===== src/rtl/bus_pkg.sv =====
// Shared bus package: default bus widths, slave region map and the DMA
// master state encoding. Imported by dma_addr_gen and bus_dma_master.
package bus_pkg;
  localparam int BUS_ADDR_W = 8;
  localparam int BUS_DATA_W = 32;
  localparam int DMA_LEN_W  = 8;

  // Slave address regions on the 2-master/2-slave bus
  localparam logic [7:0] S0_BASE   = 8'h00;
  localparam logic [7:0] S1_BASE   = 8'h20;
  localparam logic [7:0] REGION_SZ = 8'h20;

  typedef enum logic [2:0] {IDLE, REQ, RD, CAP, WR, FIN} dma_state_t;
endpackage


===== src/rtl/dma_addr_gen.sv =====
// Address/length counters for the DMA master.
//   clk, reset        : clock, synchronous active-high reset
//   load_i            : load src/dst/len (accepted start)
//   inc_i             : one word written: bump src/dst, decrement remaining
//   src_i/dst_i/len_i : start configuration
//   src_o/dst_o       : current source / destination word address
//   rem_o             : words still to copy
//   last_o            : remaining count reaches zero on the next increment
module dma_addr_gen
  import bus_pkg::*;
#(
  parameter int ADDR_W = BUS_ADDR_W,
  parameter int LEN_W  = DMA_LEN_W
) (
  input  logic              clk,
  input  logic              reset,
  input  logic              load_i,
  input  logic              inc_i,
  input  logic [ADDR_W-1:0] src_i,
  input  logic [ADDR_W-1:0] dst_i,
  input  logic [LEN_W-1:0]  len_i,
  output logic [ADDR_W-1:0] src_o,
  output logic [ADDR_W-1:0] dst_o,
  output logic [LEN_W-1:0]  rem_o,
  output logic              last_o
);
  logic [ADDR_W-1:0] src_q, dst_q;
  logic [LEN_W-1:0]  rem_q;

  // Address counters wrap naturally at 2**ADDR_W
  always_ff @(posedge clk) begin
    if (reset) begin
      src_q <= '0;
      dst_q <= '0;
      rem_q <= '0;
    end else if (load_i) begin
      src_q <= src_i;
      dst_q <= dst_i;
      rem_q <= len_i;
    end else if (inc_i) begin
      src_q <= src_q + 1'b1;
      dst_q <= dst_q + 1'b1;
      rem_q <= rem_q - 1'b1;
    end
  end

  assign src_o  = src_q;
  assign dst_o  = dst_q;
  assign rem_o  = rem_q;
  assign last_o = (rem_q == LEN_W'(1));
endmodule


===== src/rtl/bus_dma_master.sv =====
// Bus DMA master: copies len words from src_addr.. to dst_addr.. over one
// master port of the shared bus, holding the bus for the whole transfer.
// Optional feature macro DMA_FILL_EN adds fill/fill_data: a fill transfer
// writes fill_data to every destination word, one cycle per word, no reads.
// Ports:
//   clk, reset            : clock, synchronous active-high reset
//   start, src_addr,
//   dst_addr, len         : start pulse and transfer configuration
//   busy, done            : transfer in progress / 1-cycle completion pulse
//   m_req, m_grant        : bus request / arbiter grant
//   m_address, m_wr,
//   m_dout, m_din         : bus address, write strobe, write data, read data
//   fill, fill_data       : (DMA_FILL_EN only) fill mode and pattern
module bus_dma_master
  import bus_pkg::*;
#(
  parameter int ADDR_W = BUS_ADDR_W,
  parameter int DATA_W = BUS_DATA_W,
  parameter int LEN_W  = DMA_LEN_W
) (
  input  logic              clk,
  input  logic              reset,
  input  logic              start,
  input  logic [ADDR_W-1:0] src_addr,
  input  logic [ADDR_W-1:0] dst_addr,
  input  logic [LEN_W-1:0]  len,
  output logic              busy,
  output logic              done,
  output logic              m_req,
  input  logic              m_grant,
  output logic [ADDR_W-1:0] m_address,
  output logic              m_wr,
  output logic [DATA_W-1:0] m_dout,
  input  logic [DATA_W-1:0] m_din
`ifdef DMA_FILL_EN
  ,
  input  logic              fill,
  input  logic [DATA_W-1:0] fill_data
`endif
);
  dma_state_t        state_q, state_d;
  logic [DATA_W-1:0] buf_q;
  logic [ADDR_W-1:0] addr_hold_q;
  logic [DATA_W-1:0] dout_hold_q;
  logic [ADDR_W-1:0] src_cnt, dst_cnt;
  logic [LEN_W-1:0]  rem;
  logic              last;
  logic              load, inc;
  logic              fill_mode;
  logic [DATA_W-1:0] wr_data;

  // Only an idle master accepts start; start while busy is dropped
  assign load = (state_q == IDLE) && start;
  assign inc  = (state_q == WR) && m_grant;

  dma_addr_gen #(.ADDR_W(ADDR_W), .LEN_W(LEN_W)) u_addr (
    .clk    (clk),
    .reset  (reset),
    .load_i (load),
    .inc_i  (inc),
    .src_i  (src_addr),
    .dst_i  (dst_addr),
    .len_i  (len),
    .src_o  (src_cnt),
    .dst_o  (dst_cnt),
    .rem_o  (rem),
    .last_o (last)
  );

`ifdef DMA_FILL_EN
  logic              fill_q;
  logic [DATA_W-1:0] fill_data_q;
  always_ff @(posedge clk) begin
    if (reset) begin
      fill_q      <= 1'b0;
      fill_data_q <= '0;
    end else if (load) begin
      fill_q      <= fill;
      fill_data_q <= fill_data;
    end
  end
  assign fill_mode = fill_q;
  assign wr_data   = fill_q ? fill_data_q : buf_q;
`else
  assign fill_mode = 1'b0;
  assign wr_data   = buf_q;
`endif

  // State register, read buffer and last-driven bus values
  always_ff @(posedge clk) begin
    if (reset) begin
      state_q     <= IDLE;
      buf_q       <= '0;
      addr_hold_q <= '0;
      dout_hold_q <= '0;
    end else begin
      state_q     <= state_d;
      addr_hold_q <= m_address;
      dout_hold_q <= m_dout;
      if (state_q == CAP && m_grant) buf_q <= m_din;
    end
  end

  // Next state. Losing grant freezes RD/WR; losing it in CAP discards the
  // in-flight read and goes back to RD.
  always_comb begin
    state_d = state_q;
    case (state_q)
      IDLE: if (start)   state_d = (len == '0) ? FIN : REQ;
      REQ:  if (m_grant) state_d = fill_mode ? WR : RD;
      RD:   if (m_grant) state_d = CAP;
      CAP:  state_d = m_grant ? WR : RD;
      WR:   if (m_grant) state_d = last ? FIN : (fill_mode ? WR : RD);
      FIN:  state_d = IDLE;
      default: state_d = IDLE;
    endcase
  end

  // Outputs
  always_comb begin
    busy      = (state_q != IDLE);
    done      = (state_q == FIN);
    m_req     = (state_q == REQ) || (state_q == RD) ||
                (state_q == CAP) || (state_q == WR);
    m_wr      = (state_q == WR) && m_grant;
    m_address = addr_hold_q;
    m_dout    = dout_hold_q;
    case (state_q)
      RD, CAP: m_address = src_cnt;
      WR: begin
        m_address = dst_cnt;
        m_dout    = wr_data;
      end
      default: ;
    endcase
  end

  // rem is kept for debug visibility; the FSM only needs the last flag
  logic unused_rem;
  assign unused_rem = ^rem;
endmodule

===== config.mk =====
export PLATFORM = sky130hd
export DESIGN_NAME = bus_dma_master
export DESIGN_NICKNAME = d
export VERILOG_FILES = /design/src/rtl/bus_pkg.sv /design/src/rtl/dma_addr_gen.sv /design/src/rtl/bus_dma_master.sv
export SDC_FILE = /design/constraint.sdc
export NUM_CORES = 1
export LEC_CHECK = 0
export BUFFER_PORTS_ARGS = -buffer_cell sky130_fd_sc_hd__clkbuf_2
export CAP_MARGIN = 30
export CELL_PAD_IN_SITES_DETAIL_PLACEMENT = 2
export CELL_PAD_IN_SITES_GLOBAL_PLACEMENT = 2
export CORE_MARGIN = 3
export CORE_UTILIZATION = 34
export DETAILED_ROUTE_END_ITERATION = 8
export GPL_ROUTABILITY_DRIVEN = 1
export GPL_TIMING_DRIVEN = 0
export MAX_ROUTING_LAYER = met4
export PLACE_DENSITY_LB_ADDON = 0.1
export SLEW_MARGIN = 5
export SYNTH_ARGS = -nofsm -noshare
export SYNTH_HDL_FRONTEND = slang
export SYNTH_SLANG_ARGS = --single-unit

===== constraint.sdc =====
create_clock -name clk -period 3.3 [get_ports clk]
set_input_delay 0.495 -clock clk [delete_from_list [all_inputs] [get_ports clk]]
set_output_delay 0.495 -clock clk [all_outputs]
set_load 0.01 [all_outputs]

==> results of run 1 <==
per-layer routing:
layer,wire length [um],GRT usage
met5,0,-
met4,201,0.0623
met3,525,0.0389
met2,6870,0.347
met1,5950,0.245
path summary, 6_finish.rpt:
| path | cells past startpoint | start | slack, ns | endpoint |
|---|---|---|---|---|
| worst max register to register | 6 | state_q[1]$_SDFFE_PP0P_ | 1.21 | buf_q[2]$_SDFFE_PP0P_ |
| worst min-delay path | 3 | m_din[30] | 0.37 | buf_q[30]$_SDFFE_PP0P_ |
| worst min register to register | 2 | buf_q[11]$_SDFFE_PP0P_ | 0.46 | buf_q[11]$_SDFFE_PP0P_ |
| worst max-delay path | 4 | state_q[2]$_SDFFE_PP0P_ | 0.60 | m_dout[26] |
synthesized netlist by cell type (7+ instances only):
library cell / instances
nand3_1: 9
dfxtp_1: 99
or3_1: 8
mux2_1: 8
a22o_1: 8
inv_1: 8
clkbuf_1: 28
a21o_1: 8
and2_1: 40
a31oi_1: 9
a21oi_1: 55
and3_1: 7
nor2_1: 20
o21ai_0: 10
nand2_1: 79
mux2_2: 24
nor3_1: 8
tightest hold or removal path, cell delays in order:
cell and delay [ns]:
clkbuf_2 0.08, nand2_1 0.04, a21oi_1 0.05
cell type report:
class | count | area, um^2 | share of cell area
Clock buffer | 11 | 233 | 0.0443
Multi-Input combinational cell | 344 | 2130 | 0.405
Timing Repair Buffer | 103 | 515 | 0.0982
Sequential cell | 99 | 1980 | 0.378
Inverter | 9 | 33.8 | 0.00643
Tap cell | 168 | 210 | 0.0400
Clock inverter | 3 | 17.5 | 0.00334
Buffer | 33 | 130 | 0.0248
cells by family (layout without fill, tap and decap cells):
family | after synthesis | count (layout) | share of synthesized area
flip-flops | 99 | 99 | 0.464
adder cells (fa/ha/maj) | 4 | 4 | 0.0117
XOR/XNOR | 3 | 3 | 0.00615
buffers and inverters | 42 | 159 | 0.0383
AND/OR/NAND/NOR | 189 | 189 | 0.227
AO/OA/AOI/OAI | 116 | 116 | 0.168
multiplexers | 32 | 32 | 0.0843
where the power goes:
part	leakage [nW]	total [W]	internal, W	switching, W
combinational	1.31	0.000229	0.0000953	0.000134
clock	0.121	0.000943	0.000501	0.000442
sequential	0.802	0.00127	0.00123	0.0000428
sequential cells by signal, summed over array words and instances (netlist names):
| name | count |
|---|---|
| u_addr.rem_o | 8 |
| u_addr.dst_o | 8 |
| addr_hold_q | 8 |
| buf_q | 32 |
| dout_hold_q | 32 |
| state_q | 3 |
| u_addr.src_o | 8 |
metrics by stage:
stage	worst slack, ns	hold WS (ns)	utilization	total power, W
after detailed placement	0.893	0.453	0.411	0.00153
after floorplan	1.41	0.433	-	0.00142
after global placement	0.985	0.438	0.411	0.00152
after CTS	0.548	0.365	0.432	0.00248
after global routing	0.432	0.371	0.432	0.00257
final	0.595	0.373	0.432	0.00244
==> flow_summary.toml, run 1 <==
[flow_run]
maxCapViolCount = 0

[clock_tree]
cts.sinks = 99
post_cts_buffers = 0
cts-htree-levels = 3
cts.clk_slew.worst_paths_ns = 0.06
cts_resized = 0
clk_latency_ns = 0.34
cts_tree = "done"
cts_buffers = 9
cts-root-buf = "clkbuf_16"
postCtsHoldBufs = 0
clockBufferDepth = 2

[place]
dpl-instance-area_um2 = 5000
hpwl_mm = 10.4
place.gp.congestion = 0.773
dpl.cell_count = 756
portBuffers = 103

[timing]
finalSetupTns_ns = 0
fin_crit_ns = 2.70
skew_ns = 0.00552
tightest_slew_ns = 0.582
max_freq_mhz = 370
setup_viol = 0
rsz0062_at_grt = "no"
post-route-period-util = 0.820
relSlewSlack = 0.611
hold_violations = 0
maxSlewViolCount = 0

[synthesis]
synth_ff_type = "dfxtp_1"
synth_area_um2 = 4270
ys_seq_area_frac = 0.464
ys_ff_latch = 99
postSynthCellCount = 485
synthArstFlopShare = 0
yosys.area.top_type = "dfxtp_1"
synthTopCellsByArea = "dfxtp_1 46%, nand2_1 6.9%, a21oi_1 6.4%, mux2_2 6.3%, and2_1 5.9%"
synth_cell_types = 46
synth_edf_count = 0
synth_nets = 549
netlist.area_leader.share = 0.464
ys_warn_count = 0
syn_area_per_cell_um2 = 8.81

[setup_path]
crit_type = "reg2out"
cpPeakStageDelay_ns = 0.48
critPathSlowestCell = "dfxtp_1"
path_buf_inv = 2
crit_path_end_kind = "output pin"
crit_fanout = 10
critical_path.top_delay_family = "buffers and inverters"
required_ns = 2.80
cp.arrival_ns = 2.21
startpoint_type = "register"
path_cells = "nor3b_2 -> buf_2 -> mux2_2 -> clkbuf_2"

[pwr]
power.density_nw_per_um2 = 465
peakVddDrop_v = 0.000192
leakage_nw = 2.23

[drt]
first_pass_iters = 4
drc_errors = 0
via_per_inst = 5.13
vias = 3948
finalWirelength_mm = 13.6
wl_per_cell_um = 17.6
drt_iter0_drc = 110
ant_nets = 0

[global_route]
grt_first_pass_wirelength_mm = 22.3
overflow = 0
grt_pass1_vias = 4298
antenna_found_initial = 0
grt_max_degree = 15
track_usage = 0.204

[floorplanning]
num_rows = 40
chipWidth_um = 118
initial_utilization = 0.351
fp.dieH_um = 118
core-area_um2 = 12200
dieArea_um2 = 14000
io_pins = 104

[layout]
antenna_cells = 0
stdcell_area_um2 = 5250
area_growth_pct = 22.8
fin_cells = 770
final_common_cell = "clkbuf_2"
n_fill_cell = 1399
post_route_cells_drive_above_1_share = 0.249
final_cell_mix = "103 x clkbuf_2, 99 x dfxtp_1, 79 x nand2_1"
nNetsFinal = 663

[hold_path]
hold_class = "in2reg"

[run_status]
status = "finished clean"
Note: power is estimated with default switching activity, not from simulation.
==> run 2, diff against run 1 <==
CORE_UTILIZATION = 31   (was 34)
clock period = 2.74 ns   (was 3.3 ns; I/O delays follow)
==> run 2 against run 1 <==
Net effect: sequential cell count stayed put; highest routed layer unchanged; worst hold slack worse by 0.086 ns; first-iteration DRC count is 40% higher; final cell count is 1.2% higher; routed wire length is 2.8% higher; utilization is 3.3 points lower; register-to-register slack worse by 0.59 ns; critical path type unchanged; sequential share of layout area is 0.53 points lower; non-clock buffer count stayed put.
==> flow_summary.toml, run 2 (synthesis results as in run 1) <==
[clock_tree]
clk_latency_ns = 0.34
cts.sinks = 99
clockBufferDepth = 2
cts-root-buf = "clkbuf_16"
cts_buffers = 9
cts_tree = "done"
cts-htree-levels = 3
postCtsHoldBufs = 0
cts.clk_slew.worst_paths_ns = 0.06

[global_route]
antenna_found_initial = 0
grt_util_met1 = 0.226
grt_max_degree = 16
met2_usage = 0.337
grt_first_pass_wirelength_mm = 22.1
top_usage_layer = "met2"
track_usage = 0.193
grt_use_met3 = 0.0421
overflow = 0
grt_pass1_vias = 4267

[drt]
finalWirelength_mm = 13.9
via_per_inst = 5.07
wl_per_cell_um = 17.9
ant_nets = 0
vias = 3950
drt_iter0_drc = 154
drc_errors = 0
first_pass_iters = 4

[setup_path]
startpoint_type = "register"
crit_path_end_kind = "output pin"
crit_type = "reg2out"
crit_fanout = 10
required_ns = 2.33
crit_start = "state_q[2]$_SDFFE_PP0P_"
r2r_start = "state_q[1]$_SDFFE_PP0P_"
cp.arrival_ns = 2.12

[pwr]
peakVddDrop_v = 0.000345
leakage_nw = 2.26
power.density_nw_per_um2 = 594

[floorplanning]
num_rows = 42
fp.dieH_um = 123
initial_utilization = 0.320
dieArea_um2 = 15200
io_pins = 104
core-area_um2 = 13300
chipWidth_um = 123

[layout]
antenna_cells = 0
area_growth_pct = 24.6
nNetsFinal = 663
n_fill_cell = 1546
final_common_cell = "clkbuf_2"
fin_cells = 779
post_route_cells_drive_above_1_share = 0.250
fin_util = 0.399
final_cell_mix = "103 x clkbuf_2, 99 x dfxtp_1, 79 x nand2_1"
reg_top3 = "buf_q x32, dout_hold_q x32"

[timing]
max_freq_mhz = 395
finalSetupTns_ns = 0
fin_crit_ns = 2.53
relSlewSlack = 0.591
setup_viol = 0
tightest_slew_ns = 0.612
maxSlewViolCount = 0
post-route-period-util = 0.925
hold_violations = 0
skew_ns = 0.00403
rsz0062_at_grt = "no"

[place]
place.gp.congestion = 0.796
dpl.cell_count = 764
hpwl_mm = 10.6
portBuffers = 103

[flow_run]
maxCapViolCount = 0

[hold_path]
hold_path_startpoint = "m_din[24]"
hold_class = "in2reg"

[run_status]
status = "finished clean"
[run 2: worst max-delay path, cell delays in order (launching register included)]
cell and delay (ns):
dfxtp_1 0.49, nor3b_4 0.40, buf_2 0.35, mux2_2 0.40, clkbuf_2 0.13
[run 2: layout make-up]
cell class,count,area [um^2],area share
clock buffers,11,233,0.0437
multi-input cells,344,2130,0.401
inverters,9,33.8,0.00634
well taps,176,220,0.0414
clock inverters,4,76.3,0.0143
flip-flops and latches,99,1980,0.372
repair buffers,103,515,0.0968
plain buffers,33,130,0.0244
[run 2: repair_timing]
item / 4_1_cts / 5_1_grt
gates resized for setup: 0 / 1
setup buffers: 0 / 0
endpoints found under the setup margin: 0 / 1
[run 2: worst paths after layout]
path	endpoint	slack [ns]	cells after the start
worst max-delay path	m_dout[4]	0.21	4
worst min-delay path	buf_q[24]$_SDFFE_PP0P_	0.29	3
worst max register to register	buf_q[30]$_SDFFE_PP0P_	0.62	6
worst min register to register	buf_q[3]$_SDFFE_PP0P_	0.46	2
[run 2: stage by stage]
stage / hold slack [ns] / setup WS [ns] / total power [W] / area [um^2]
final: 0.288 / 0.207 / 0.00316 / 5330
after global routing: 0.278 / 0.0119 / 0.00331 / 5330
after CTS: 0.276 / 0.0812 / 0.00321 / 5320
after detailed placement: 0.449 / 0.422 / 0.00185 / 5010
after global placement: 0.438 / 0.525 / 0.00183 / 5010
after floorplan: 0.433 / 0.931 / 0.00171 / 4270
[run 2: layer usage]
metal	vias up	share of wire
met1	1939	0.44
li1	1922	-
met3	10	0.036
met2	79	0.51
met5	-	0
met4	0	0.011
[run 2: power breakdown]
group | switching [W] | total [W] | internal, W
clock | 0.000551 | 0.00135 | 0.000798
combinational | 0.000166 | 0.000281 | 0.000115
sequential | 0.0000542 | 0.00153 | 0.00148
total | 0.000771 | 0.00316 | 0.00239
==> run 3, diff against run 2 <==
ABC_AREA = 1   (was not set)
CORE_UTILIZATION = 29   (was 31)
==> run 3 against run 2 <==
Net effect: final area rose by 3.1%; clock skew rose by 0.0018 ns; worst hold slack improved by 0.018 ns; setup slack improved by 0.048 ns; critical path depth rose by 4; clock power fell by 11%; utilization fell by 2.8 points; sequential cell count did not move; sequential share of layout area fell by 1.1 points; via count rose by 15%; combinational power rose by 130%; synthesized cell count rose by 31%; largest power group unchanged; highest routed layer unchanged.
==> flow_summary.toml, run 3 <==
[pwr]
p_sw_frac = 0.315
seq_power_share = 0.463
leakage_nw = 2.81
peakVddDrop_v = 0.000355
pwr-share-comb = 0.190
power.switching_w = 0.00109
pwr-share-clk = 0.348
power.density_nw_per_um2 = 630
p_int_w = 0.00237

[global_route]
grt_pass1_vias = 4960
antenna_found_initial = 0
grt_max_degree = 17
grt_first_pass_wirelength_mm = 24.9
track_usage = 0.193
overflow = 0

[timing]
fin_ws_ns = 0.254
hold_ws_ns = 0.306
max_freq_mhz = 402
tightest_slew_ns = 0.630
rsz0062_at_grt = "no"
hold_violations = 0
finalSetupTns_ns = 0
maxSlewViolCount = 0
post-route-period-util = 0.907
relSlewSlack = 0.580
skew_ns = 0.00584
fin_crit_ns = 2.49
setup_viol = 0

[layout]
antenna_cells = 0
final_common_cell = "nand2_1"
nNetsFinal = 811
reg_top3 = "buf_q x32, dout_hold_q x32"
post_route_cells_drive_above_1_share = 0.232
area_growth_pct = 22.5
final_cell_mix = "135 x nand2_1, 103 x clkbuf_2, 99 x dfxtp_1"
n_fill_cell = 1780

[synthesis]
postSynthCellCount = 635
synth_mux_area_frac = 0
synth_most_common_cell = "nand2_1"
synth-simple-area-share = 0.306
synth_area_um2 = 4480
synth_cell_types = 27
synth_nets = 699
synth_compound_area_frac = 0.130
synth_edf_count = 0
synthAdderAreaFrac = 0.0112
synthXorXnorAreaFrac = 0.0176
syn_area_per_cell_um2 = 7.06
ys_seq_area_frac = 0.442
synth_ff_type = "dfxtp_1"
netlist.area_leader.share = 0.442
yosys.area.top_type = "dfxtp_1"
synth_top_cells_by_count = "135 x nand2_1, 99 x dfxtp_1, 68 x nand3_1, 67 x inv_1, 54 x nor2_1"
ys_ff_latch = 99
synth_top_family_by_area = "simple AND/OR/NAND/NOR gates"
synthArstFlopShare = 0
synthTopCellsByArea = "dfxtp_1 44%, nand2_1 11%, nand3_1 7.6%, inv_1 5.6%, a21oi_1 5.6%"
ys_warn_count = 0

[drt]
drc_errors = 0
vias = 4556
first_pass_iters = 4
via_per_inst = 4.87
drt_iter0_drc = 170
finalWirelength_mm = 15.1
wl_per_cell_um = 16.2
ant_nets = 0

[flow_run]
maxCapViolCount = 0

[clock_tree]
cts_buffers = 9
cts_tree = "done"
cts-root-buf = "clkbuf_16"
cts.sinks = 99
clockBufferDepth = 2
clk_latency_ns = 0.35
cts-htree-levels = 3
postCtsHoldBufs = 0
cts.clk_slew.worst_paths_ns = 0.07

[setup_path]
rrSetupSlack_ns = 0.84
required_ns = 2.33
startpoint_type = "register"
reg2reg_depth = 6
crit_type = "reg2out"
cpPeakStageDelay_ns = 0.45
crit_path_end_kind = "output pin"
crit_start = "state_q[1]$_SDFFE_PP0P_"
r2r_start = "state_q[1]$_SDFFE_PP0P_"
crit_fanout = 9
path_cells = "nand2_1 -> nor2_2 -> inv_1 -> nand2_2 -> nor2_2 -> nand2_1 -> nand3_1 -> clkbuf_2"
cp.arrival_ns = 2.07
endpoint = "m_address[1]"
critPathSlowestCell = "dfxtp_1"
r2r_end = "buf_q[21]$_SDFFE_PP0P_"

[place]
hpwl_mm = 11.5
place_ws_ns = 0.496
place.gp.congestion = 0.793
portBuffers = 101

[floorplanning]
core-area_um2 = 14800
io_pins = 104
num_rows = 44
dieArea_um2 = 17000
chipWidth_um = 130
initial_utilization = 0.303
fp.dieH_um = 130

[run_status]
status = "finished clean"

[hold_path]
hold_class = "in2reg"
[run 3: cell types whose count changed after synthesis, moves of 8 or more]
cell	change
mux2_2	-24
inv_1	+59
nand3_1	+59
a22o_1	-8
or2_2	+36
mux2_1	-8
o21ai_0	+34
nor2_1	+34
nand2_1	+56
and2_1	-39
or3_1	-8
a21o_1	-8
[run 3: stage by stage]
stage,power [W],instance area (um^2),cells,utilization
global placement,0.00227,5220,920,0.352
global route,0.00369,5490,935,0.371
CTS,0.00353,5490,935,0.371
floorplan,0.00203,4480,635,-
detailed placement,0.00230,5220,920,0.352
finish,0.00346,5490,935,0.371
[run 3: cells by family (layout without fill, tap and decap cells)]
group                    Yosys count  in the layout
AO/OA/AOI/OAI                    111            111
buffers and inverters            103            219
flip-flops                        99             99
XOR/XNOR                           9              9
adder cells (fa/ha/maj)            4              4
AND/OR/NAND/NOR                  309            309
[run 3: layout make-up]
cell class | instances | area, um^2 | area share
inverters | 70 | 263 | 0.0479
well taps | 184 | 230 | 0.0419
multi-input cells | 433 | 2080 | 0.379
plain buffers | 33 | 158 | 0.0287
repair buffers | 101 | 505 | 0.0921
clock buffers | 10 | 229 | 0.0417
clock inverters | 5 | 40.0 | 0.00729
flip-flops and latches | 99 | 1980 | 0.361
[run 3: routing by layer]
metal / vias to the layer above / part of all wire / track usage
li1: 2258 / - / -
met5: - / 0 / -
met2: 72 / 0.52 / 0.341
met4: 0 / 0.0079 / 0.0363
met1: 2218 / 0.44 / 0.225
met3: 8 / 0.034 / 0.0446
[run 3: what timing repair did]
item / in CTS / in global routing
endpoints found under the setup margin: 0 / 20
buffers inserted: 0 / 0
resized for setup: 0 / 4
[run 3: worst min-delay path by stage]
stage                                 startpoint                            to  slack, ns  depth (start not counted)
after global routing                   m_din[24]        buf_q[24]$_SDFFE_PP0P_       0.30                          3
final                                   m_din[0]         buf_q[0]$_SDFFE_PP0P_       0.31                          3
after detailed placement  buf_q[15]$_SDFFE_PP0P_        buf_q[15]$_SDFFE_PP0P_       0.46                          2
after global placement    buf_q[13]$_SDFFE_PP0P_        buf_q[13]$_SDFFE_PP0P_       0.45                          2
after CTS                            dst_addr[1]  u_addr.dst_o[1]$_SDFFE_PP0P_       0.29                          3
after floorplan            buf_q[0]$_SDFFE_PP0P_         buf_q[0]$_SDFFE_PP0P_       0.44                          2
[run 3: power by group through the flow]
stage               clock (W)  combinational, W  sequential [W]
floorplan                   0          0.000425         0.00161
global placement            0          0.000642         0.00163
detailed placement          0          0.000669         0.00163
CTS                   0.00125          0.000673         0.00160
global route          0.00132          0.000751         0.00162
finish                0.00120          0.000656         0.00160
[run 3: critical path: cells and delay by family (launching register included)]
| family | cells | cell delay (ns) |
|---|---|---|
| buf+inv | 2 | 0.26 |
| flops | 1 | 0.45 |
| simple gates | 6 | 1.00 |
